<file path="src/rtl/bcd_pkg.sv">
// Shared BCD types and constants, used by the encoder (binary_to_bcd_seq) and the decoder.
package bcd_pkg;
  typedef enum logic {IDLE, SHIFT} state_t;

  localparam int BCD_DIGIT_W   = 4;
  localparam int ADJ_THRESHOLD = 5;
  localparam int ADJ_ADD       = 3;

  typedef logic [BCD_DIGIT_W-1:0] bcd_digit_t;
endpackage

</file>
<file path="src/rtl/binary_to_bcd_seq_if.sv">
// Request/result bus of binary_to_bcd_seq. Overflow exists only with BIN2BCD_OVERFLOW_EN.
interface binary_to_bcd_seq_if #(
  parameter int WIDTH  = 7,
  parameter int DIGITS = 2
);
  logic                  start;
  logic [WIDTH-1:0]      Binary;
  logic [4*DIGITS-1:0]   Bcd;
  logic                  busy;
  logic                  done;
`ifdef BIN2BCD_OVERFLOW_EN
  logic                  Overflow;

  modport master (output start, Binary, input Bcd, busy, done, Overflow);
  modport slave  (input start, Binary, output Bcd, busy, done, Overflow);
`else
  modport master (output start, Binary, input Bcd, busy, done);
  modport slave  (input start, Binary, output Bcd, busy, done);
`endif
endinterface

</file>
<file path="src/rtl/bcd_digit_adjust.sv">
// Double-dabble correction cell: adds 3 to a BCD digit that is 5 or more.
module bcd_digit_adjust
  import bcd_pkg::*;
(
  input  bcd_digit_t din,
  output bcd_digit_t dout
);
  assign dout = (din >= bcd_digit_t'(ADJ_THRESHOLD)) ? din + bcd_digit_t'(ADJ_ADD) : din;
endmodule

</file>
<file path="src/rtl/binary_to_bcd_seq.sv">
// Sequential double-dabble binary-to-BCD encoder, one input bit per clock.
// Optional BIN2BCD_OVERFLOW_EN adds an Overflow flag (input > 10^DIGITS-1).
module binary_to_bcd_seq
  import bcd_pkg::*;
#(
  parameter int WIDTH  = 7,
  parameter int DIGITS = 2
) (
  input  logic                clk,
  input  logic                rst_n,
  binary_to_bcd_seq_if.slave  bus
);
  localparam int CW = $clog2(WIDTH+1);
  localparam int BW = BCD_DIGIT_W*DIGITS;

  state_t                               state_q, state_d;
  logic [WIDTH-1:0]                     sr_q;
  logic [DIGITS-1:0][BCD_DIGIT_W-1:0]   scr_q, adj;
  logic [BW-1:0]                        scr_nxt;
  logic                                 carry_unused;
  logic [CW-1:0]                        cnt_q;
  logic [BW-1:0]                        bcd_q;
  logic                                 done_q;
  logic                                 load, fin;

  for (genvar d = 0; d < DIGITS; d++) begin : g_adj
    bcd_digit_adjust u_adj (.din(scr_q[d]), .dout(adj[d]));
  end

  // Carry out of the top digit is a multiple of 10^DIGITS and is dropped.
  assign {carry_unused, scr_nxt} = {adj, sr_q[WIDTH-1]};

  always_comb begin
    state_d = state_q;
    load    = 1'b0;
    fin     = 1'b0;
    case (state_q)
      IDLE:  if (bus.start) begin
               load    = 1'b1;
               state_d = SHIFT;
             end
      SHIFT: if (cnt_q == CW'(1)) begin
               fin     = 1'b1;
               state_d = IDLE;
             end
      default: state_d = IDLE;
    endcase
  end

  always_ff @(posedge clk or negedge rst_n) begin
    if (!rst_n) state_q <= IDLE;
    else        state_q <= state_d;
  end

  always_ff @(posedge clk or negedge rst_n) begin
    if (!rst_n) begin
      sr_q   <= '0;
      scr_q  <= '0;
      cnt_q  <= '0;
      bcd_q  <= '0;
      done_q <= 1'b0;
    end else begin
      done_q <= fin;
      if (load) begin
        sr_q  <= bus.Binary;
        scr_q <= '0;
        cnt_q <= CW'(WIDTH);
      end else if (state_q == SHIFT) begin
        sr_q  <= sr_q << 1;
        scr_q <= scr_nxt;
        cnt_q <= cnt_q - 1'b1;
        if (fin) bcd_q <= scr_nxt;
      end
    end
  end

`ifdef BIN2BCD_OVERFLOW_EN
  localparam int BCD_MAX = 10**DIGITS - 1;
  logic ovf_lat_q, ovf_q;

  always_ff @(posedge clk or negedge rst_n) begin
    if (!rst_n) begin
      ovf_lat_q <= 1'b0;
      ovf_q     <= 1'b0;
    end else begin
      if (load) ovf_lat_q <= (int'(bus.Binary) > BCD_MAX);
      if (fin)  ovf_q     <= ovf_lat_q;
    end
  end

  assign bus.Overflow = ovf_q;
`endif

  assign bus.Bcd  = bcd_q;
  assign bus.busy = (state_q == SHIFT);
  assign bus.done = done_q;
endmodule

</file>
<file path="src/flat_wrapper.sv">
// flat-port wrapper written by rule: the top's interface ports become plain ports
module binary_to_bcd_seq_flat import bcd_pkg::*;
#(
  parameter int WIDTH  = 7,
  parameter int DIGITS = 2
)
  (clk, rst_n, bus_start, bus_Binary, bus_Bcd, bus_busy, bus_done);
  binary_to_bcd_seq_if #(.WIDTH(WIDTH), .DIGITS(DIGITS)) bus_i ();
  input  logic clk;
  input  logic rst_n;
  input wire logic [$bits(bus_i.start)-1:0] bus_start;
  input wire logic [$bits(bus_i.Binary)-1:0] bus_Binary;
  output wire logic [$bits(bus_i.Bcd)-1:0] bus_Bcd;
  output wire logic [$bits(bus_i.busy)-1:0] bus_busy;
  output wire logic [$bits(bus_i.done)-1:0] bus_done;
  assign bus_i.start = bus_start;
  assign bus_i.Binary = bus_Binary;
  assign bus_Bcd = bus_i.Bcd;
  assign bus_busy = bus_i.busy;
  assign bus_done = bus_i.done;
  binary_to_bcd_seq #(.WIDTH(WIDTH), .DIGITS(DIGITS)) u_core (.clk(clk), .rst_n(rst_n), .bus(bus_i));
endmodule
</file>
<file path="config.mk">
export PLATFORM = sky130hd
export DESIGN_NAME = binary_to_bcd_seq_flat
export DESIGN_NICKNAME = d
export VERILOG_FILES = /design/src/rtl/bcd_pkg.sv /design/src/rtl/binary_to_bcd_seq_if.sv /design/src/rtl/bcd_digit_adjust.sv /design/src/rtl/binary_to_bcd_seq.sv /design/src/flat_wrapper.sv
export SDC_FILE = /design/constraint.sdc
export NUM_CORES = 1
export LEC_CHECK = 0
export ABC_AREA = 1
export CAP_MARGIN = 0
export CORE_UTILIZATION = 29
export DETAILED_ROUTE_END_ITERATION = 6
export GPL_TIMING_DRIVEN = 1
export SYNTH_ARGS = -nofsm -noshare
export SYNTH_HDL_FRONTEND = slang
export SYNTH_SLANG_ARGS = --single-unit
</file>
<file path="constraint.sdc">
create_clock -name clk -period 1.34 [get_ports clk]
set_clock_uncertainty 0.1 [all_clocks]
set_input_delay 0.201 -clock clk [delete_from_list [all_inputs] [get_ports clk]]
set_output_delay 0.201 -clock clk [all_outputs]
set_load 0.02 [all_outputs]
</file>
Word level (Yosys, flattened, before mapping)
Cells that the tools add are included.

Register bits: 28. Bits in latches: 0. RAM bits: 0. Memory bits (read-only): 0. Input bits: 10. Output and inout bits: 10. Word-level logic and storage cells: 31. Memories kept: 0.

$add $sub $neg: 3. Multipliers: 0. Divide/modulo/power cells: 0. $lt $le $gt $ge: 2. Equality and inequality tests: 1. Shift operators: 0. Multiplexer cells: 14. Bitwise operators: 2. Reductions and logical operators: 2.

Operators with widths (number): $mux W8 (2); $mux W7 (2); $mux W3 (3); $ge A4 B3 Y1 const B (2); $mux W1 (5); $add A4 B2 Y4 const B (1); $mux W4 (1); $add A3 B2 Y3 const B (1); $eq A3 B1 Y1 const B (1); $reduce_and A3 Y1 (1); $sub A3 B1 Y3 const B (1); $not A1 Y1 (2); $pmux W1 S2 (1); $reduce_bool A2 Y1 (1).

Logic depth before layout (Yosys ltp)
Gate-level depths: netlist of run 1.

Depth in word-level cells: 4. Gate-level depth with buffers: 8. Mapped depth without buffers: 8.

Cells and area by module
From an unflattened synthesis of run 1, not the netlist that was laid out.

Cells, all modules: 174. Area, all modules: 1440.1 sq um.

By module, submodules not included: binary_to_bcd_seq (times used 1, cells an instance 128, area an instance 1169.9 sq um, sequential area each 700.7 sq um); bcd_digit_adjust (times used 2, cells an instance 23, area an instance 135.1 sq um, sequential area each 0.0 sq um).

Worst setup path after synthesis of run 1
OpenSTA, ideal clock, no wires.

Path kind: register to register. Start: reg u_core.cnt_q[1]. End: reg u_core.bcd_q[7], in the netlist u_core.bus.Bcd[7]. Setup time: 124 ps. Arrival time: 1181 ps. Required time: 1116 ps. Setup slack: -65 ps. Cell stages (with the launch flop): 9. Path buffers: 1. Clock period less this slack: 1405 ps. Cell sequence: dfrtp_1 > inv_1 > ha_1 > inv_1 > nor3_4 > inv_2 > buf_6 > nand2_1 > o21ai_2.

Cells in the longest elaborated chain, start to end: 4.

Ends and longest elaborated chain: start, declared (line binary_to_bcd_seq.sv:21) `logic [CW-1:0] cnt_q;`; start signal, assigned (line binary_to_bcd_seq.sv:67) `cnt_q <= CW'(WIDTH);`; start signal, assigned (line binary_to_bcd_seq.sv:71) `cnt_q <= cnt_q - 1'b1;`; $eq A3 B1 Y1 (line binary_to_bcd_seq.sv:42) `SHIFT: if (cnt_q == CW'(1)) begin`; $mux W1 (line binary_to_bcd_seq.sv:42); $mux W1 (line binary_to_bcd_seq.sv:37) `case (state_q)`; net u_core.fin (line binary_to_bcd_seq.sv:24) `logic load, fin;`; $reduce_and A3 Y1 (no source line); end signal, assigned (line binary_to_bcd_seq.sv:72) `if (fin) bcd_q <= scr_nxt;`; end, declared (line binary_to_bcd_seq.sv:22) `logic [BW-1:0] bcd_q;`.

The timed path passes the listed nets, and every way through them passes these cells. A chain may end at the register's enable or synchronous reset.

Worst setup path after layout of run 1
Start: reg u_core.scr_q[1] in the netlist's numbering. End: reg u_core.scr_q[2] in the netlist's numbering.

Cells in the longest elaborated chain, start to end: 4. Elaborated cells on any way between the ends: 5. Those cells by class: add/sub: 1; order compare: 1; mux: 3.

Ends and longest elaborated chain: start, declared (line binary_to_bcd_seq.sv:18) `logic [DIGITS-1:0][BCD_DIGIT_W-1:0] scr_q, adj;`; start signal, assigned (line binary_to_bcd_seq.sv:70) `scr_q <= scr_nxt;`; $add A4 B2 Y4 or $ge A4 B3 Y1 (tied branches) (line bcd_digit_adjust.sv:8) `assign dout = (din >= bcd_digit_t'(ADJ_THRESHOLD)) ? din + bcd_digit_t'(ADJ_ADD) : din;`; $mux W4 (*) (line bcd_digit_adjust.sv:8); $mux W8 (*) (line binary_to_bcd_seq.sv:68) `end else if (state_q == SHIFT) begin`; $mux W8 (*) (line binary_to_bcd_seq.sv:64) `if (load) begin`.

Every way passes the cells marked *; elsewhere a longest branch is shown, timed or not. The select of a mux whose other input is x is not followed.

==> results.md, run 1 <==
- Antenna violations before repair: 0
- Row count: 24
- Die height: 69.0 um
- Die area: 4760 um^2
- H-tree depth: 1
- Slew Limit Fails: 0
- Share of cells above drive strength 1: between 20% and 30%
- Status: finished, final reports clean
- CTS Hold Buffers Added: 0
- RSZ-0062 raised after global routing: yes
- Worst setup SP type: flip-flop
- Final Non-Filler Cells: 237
- Synthesis Warnings: 0
- First-pass GRT wire length: between 4000 and 5000 um
- Sequential area share after synthesis: 53.8%
- Largest net degree at the start of global routing: 29
- Global route total overflow: 0
- Rel. slew slack: between 80% and 90%
- Num CTS Buffers: 3
- Fin. Hold Viols: 0
- Worst hold path class: in -> async
- Final setup violating endpoints: 0
- VDD IR max: ~1.2 mV
- Final hold slack: 169 ps
- Initial core utilization: 30.1%
- Routed len/inst: roughly 11 um
- Root Driver: clkbuf_8
- HPWL after detailed placement: 1870 um
- Clock Path Buffers: 2
- CORE AREA: 4320 um^2
- Critical Path Start: u_core.scr_q[1]
- Crit end category: flip-flop
- N_diodes: 0
- # DRC: 0
- DRT Pass-1 Iters: 4
- Final period utilization: 99.5%
- Die Span X: 69.0 um
- Post-Syn Nets: 166
- Vias in the first global route: approximately 1.0k
- Post-layout nets: 202
- Cell taking the most area after synthesis: dfrtp_1
- Share of Yosys cell area claimed by the top area cell type: 53.8%
- Average size of a mapped cell: 8.68 um^2
- Initial DRC Count: 44
- Leakage Power: 0.868 nW
- Count of different cell masters after synthesis: 18
- Input/output buffers: 19
- Final ANT Viol Nets: 0
- TritonCTS Sinks: 28
- Pwr dens: 2340 nW/um^2
- Worst setup path class: reg -> reg
- Yosys reg bits: 28
- Global-route usage over all layers: 11.9%
- GP Congestion: 0.797
- Fillers: 459
- Mapped Cells: 150
- CTS tree: yes
- Critical path data arrival time: 1400 ps
- Worst Tran Pin Value: 221 ps
- Placed insts: around 230
- Area delta synth->final: 35.7%
- Vias: 1102
- Max cap viols: 0
- Cell Area, Synth: 1300 um^2
- Max frequency: 750 MHz
- Largest cells by area after synthesis: dfrtp_1 (54%), nand2_1 (15%), nand3_1 (6.5%), ha_1 (5.8%), inv_1 (4.3%)
- Skew-Pair Late Insertion Delay: about 280 ps
- Worst EP required: ~1400 ps
- Io pins: 20
- Clock transition at path regs: 90 ps
- Critical path fanouts, max: 4
- Via/cell ratio: ~4.6
- Routed wire length: 2700 um
- Min Tclk post-route: around 1300 ps
- FF-to-FF Start: u_core.scr_q[1]
[cells in the mapped netlist (all sizes together)]
cell	n
nand4	4
nor2	5
nor3	1
clkbuf	1
o211ai	2
nand2	53
a22oi	1
o21ai	10
inv	17
buf	2
o22ai	3
nand3	17
dfrtp	28
ha	6
[cell usage in the layout (no fill, tap or decap), types with 3 or more instances in the layout]
cell and n:
buf_4 13, clkbuf_8 3, clkdlybuf4s50_1 9, dfrtp_1 26
dlygate4sd2_1 9, ha_1 3, inv_1 10, inv_2 5
nand2_1 45, nand2_2 8, nand3_1 14, nand4_1 4
nor2_1 5, o21ai_0 6, o22ai_1 3
[layer usage]
metal  wire length (um)  share of wire (%)  GRT usage, %
met1               1360                 50          16.8
met2               1170                 43          17.8
met3                153                5.7          3.95
met4                 16               0.59          2.72
met5                  0                  0             0
[what timing repair did]
action / CTS / global route
setup buffers: 0 / 1
hold endpoints to repair: 0 / 0
gates cloned: 0 / 0
setup endpoints to repair: 16 / 16
pin swaps: 0 / 2
resized for setup: 12 / 22
[stage by stage]
step / utilization (%) / setup WS [ps] / power (mW) / cell area [um^2] / TNS [ps]
global route: 40.9 / -47.8 / 4.49 / 1770 / -291
finish: 40.9 / 6.85 / 4.13 / 1770 / 0
detailed placement: 38.4 / 4.28 / 3.54 / 1660 / 0
floorplan: - / 2.49 / 2.72 / 1310 / 0
global placement: 38.4 / -2.38 / 3.52 / 1660 / -2.38
CTS: 39.3 / 6.99 / 3.94 / 1700 / 0
[report_power, final]
part	total (mW)	switching (mW)	internal (mW)
clock network	0.464	0.250	0.213
registers	1.47	0.241	1.23
logic	2.20	1.27	0.928
total	4.13	1.76	2.37
[logic make-up (layout without fill, tap and decap cells)]
group	after synthesis	in the layout	synth area share [%]
DFF	28	28	53.8
AOI/OAI and AO/OA	16	16	7.59
and+or+nand+nor	80	80	26.4
buffers and inverters	20	55	6.44
adders and majority gates	6	6	5.76
[cell type report]
| cell class | count | area [um^2] | share of cell area [%] |
|---|---|---|---|
| sequential | 28 | 703 | 39.8 |
| inverter | 17 | 68.8 | 3.89 |
| tap | 52 | 65.1 | 3.68 |
| timing repair buffer | 34 | 308 | 17.4 |
| clock buffer | 4 | 45.0 | 2.55 |
| multi-input combinational | 102 | 578 | 32.7 |
[worst paths after layout]
kind	to	slack, ps	cells past startpoint
max in group asynchronous	u_core.cnt_q[0]	800	2
hold / removal	u_core.bus.busy	170	2
setup / recovery	u_core.scr_q[2]	7	7
min in group clk	u_core.sr_q[2]	370	3
setup reg to reg	u_core.scr_q[2]	7	7
hold reg to reg	u_core.bus.Bcd[4]	380	2
[worst max-delay path: stages, from the launching register on]
cell	delay [ps]
dfrtp_1	410
inv_2	80
ha_2	170
inv_1	40
nand2_2	90
nand4_1	140
nand3_1	140
nand2_1	50
[state kept, by name, summed over array words and instances (netlist names)]
register,cells
u_core.bus.busy,1
u_core.bus.Bcd,8
u_core.bus.done,1
u_core.cnt_q,3
u_core.sr_q,7
u_core.scr_q,8
(Power assumes the default switching activity.)
==> run 2: changes to the inputs <==
Settings changed: CTS_CLUSTER_SIZE set to 14.
==> results of run 2 <==
Same layout as run 1: the final DEF is identical, and so are final timing and power.
==> run 3: changes to the inputs <==
Settings changed: CORE_MARGIN set to 4, SLEW_MARGIN set to 20.
==> run 3 against run 2 <==
Clock-buffer cell count down 1. Design area up 2.5%. Wire length up 8.7%. First-iteration DRC count down 4.5%. Highest routed layer unchanged. Register-to-register slack about the same. Largest cell class unchanged. Largest power group unchanged. Setup slack better by 7.4 ps. Fmax up 0.56%. Power up 7.1%. Die area up 18%.
==> results.md, run 3 (synthesis results as in run 1) <==
- Status: finished, final reports clean (unchanged)
- Num CTS Buffers: 3 (unchanged)
- Io pins: 20 (unchanged)
- Skew-Pair Late Insertion Delay: 280 ps (about the same)
- Global route total overflow: 0 (unchanged)
- First-pass GRT wire length: 4910 um (was 4600 um)
- Share of cells above drive strength 1: 24.9% (was 23.8%)
- Worst hold path class: in -> async (unchanged)
- N_diodes: 0 (unchanged)
- Die Span X: 75.0 um (was 69.0 um)
- Vias: 1059 (was 1102)
- Leakage Power: 0.899 nW (was 0.868 nW)
- Routed len/inst: 12.4 um (was 11.4 um)
- # DRC: 0 (unchanged)
- Rel. slew slack: 78.2% (was 85.2%)
- Antenna violations before repair: 0 (unchanged)
- Final setup violating endpoints: 0 (unchanged)
- Critical path data arrival time: 1400 ps (about the same)
- Area delta synth->final: 39.2% (was 35.7%)
- Crit end category: flip-flop (unchanged)
- Post-Place Worst Slack: -6.98 ps (was 4.28 ps)
- DRT Pass-1 Iters: 4 (unchanged)
- Final ANT Viol Nets: 0 (unchanged)
- Fin. Hold Viols: 0 (unchanged)
- Min Tclk post-route: 1330 ps (about the same)
- Initial DRC Count: 42 (was 44)
- Leading cell types in the layout, fill and taps excluded: nand2_1 (45), dfrtp_1 (27), nand3_1 (13) (was nand2_1 (45), dfrtp_1 (26), nand3_1 (14))
- Post-layout nets: 202 (unchanged)
- VDD IR max: 0.882 mV (was 1.17 mV)
- Row count: 24 (unchanged)
- HPWL after detailed placement: 1980 um (was 1870 um)
- CTS tree: yes (unchanged)
- Max frequency: 754 MHz (was 750 MHz)
- Final worst setup slack: 14.2 ps (was 6.85 ps)
- Max cap viols: 0 (unchanged)
- Routed wire length: 2930 um (was 2700 um)
- Worst EP required: 1420 ps (was 1410 ps)
- Final hold slack: 164 ps (was 169 ps)
- Slew Limit Fails: 0 (unchanged)
- Root Driver: clkbuf_8 (unchanged)
- Final period utilization: 98.9% (was 99.5%)
- Most common cell after layout, fill and taps aside: nand2_1 (unchanged)
- Critical path fanouts, max: 15 (was 4)
- Die area: 5630 um^2 (was 4760 um^2)
- Largest net degree at the start of global routing: 29 (unchanged)
- Vias in the first global route: 1100 (was 1045)
- Input/output buffers: 19 (unchanged)
- Worst setup SP type: flip-flop (unchanged)
- Worst setup path class: reg -> reg (unchanged)
- Clock Path Buffers: 2 (unchanged)
- Via/cell ratio: 4.47 (was 4.65)
- H-tree depth: 1 (unchanged)
- Die height: 75.0 um (was 69.0 um)
- Clock transition at path regs: 100 ps (was 90 ps)
- Worst Tran Pin Value: 324 ps (was 221 ps)
- Worst r2r path cells: 6 (was 7)
- Initial core utilization: 29.9% (was 30.1%)
- TritonCTS Sinks: 28 (unchanged)
- Global-route usage over all layers: 11.2% (was 11.9%)
- GP Congestion: 0.837 (was 0.797)
- RSZ-0062 raised after global routing: yes (unchanged)
- Pwr dens: 2440 nW/um^2 (was 2340 nW/um^2)
- CORE AREA: 4350 um^2 (was 4320 um^2)
==> run 3: routing by layer <==
layer  vias to the layer above  wire [um]  track usage, %
li1                        558          -               -
met1                       478       1380            15.4
met2                        21       1380            17.9
met3                         2        157            3.34
met4                         0         10            1.19
met5                         -          0               0
==> run 3: cell type report <==
type / instances / area [um^2]
well taps: 52 / 65.1
clock buffers: 3 / 41.3
repair buffers: 34 / 315
fillers: 439 / 2540
inverters: 17 / 66.3
clock inverters: 1 / 30.0
multi-input cells: 102 / 593
flip-flops and latches: 28 / 702
==> run 3: worst paths after layout <==
| check | endpoint | start | slack (ps) |
|---|---|---|---|
| worst max-delay path | u_core.bus.Bcd[0] | u_core.bus.busy | 10 |
| worst min-delay path | u_core.bus.Bcd[3] | rst_n | 160 |
| worst max register to register | u_core.bus.Bcd[0] | u_core.bus.busy | 10 |
| worst min register to register | u_core.bus.Bcd[5] | u_core.bus.Bcd[5] | 380 |
| max in group asynchronous | u_core.bus.busy | rst_n | 800 |
| min in group clk | u_core.sr_q[3] | bus_Binary[3] | 380 |
==> run 3: metrics by stage <==
step                std cells  util, %  TNS [ps]  instance area (um^2)  power (mW)
floorplan                 150        -         0                  1310        2.72
global placement          230     38.1         0                  1660        3.51
detailed placement        230     38.1     -6.98                  1660        3.54
CTS                       234     39.6         0                  1720        4.13
global route              237     41.6      -680                  1810        4.82
finish                    237     41.6         0                  1810        4.43
==> run 3: power by group <==
part           total [mW]  internal (mW)  switching, mW
combinational        2.28          0.969           1.31
clock               0.668          0.400          0.268
sequential           1.48           1.22          0.253
total                4.43           2.59           1.83
==> run 3: what timing repair did <==
item                       4_1_cts  5_1_grt
pin swaps                        0        6
setup endpoints to repair       11       24
buffers inserted                 0        3
hold buffers                     0        0
resized for setup               12       24
==> run 3: critical path, stage by stage, from the launching register on <==
cell     delay (ps)
dfrtp_2         400
buf_12          150
inv_4            40
nor3_4          220
inv_2           150
nand2_1         100
o21ai_2          50
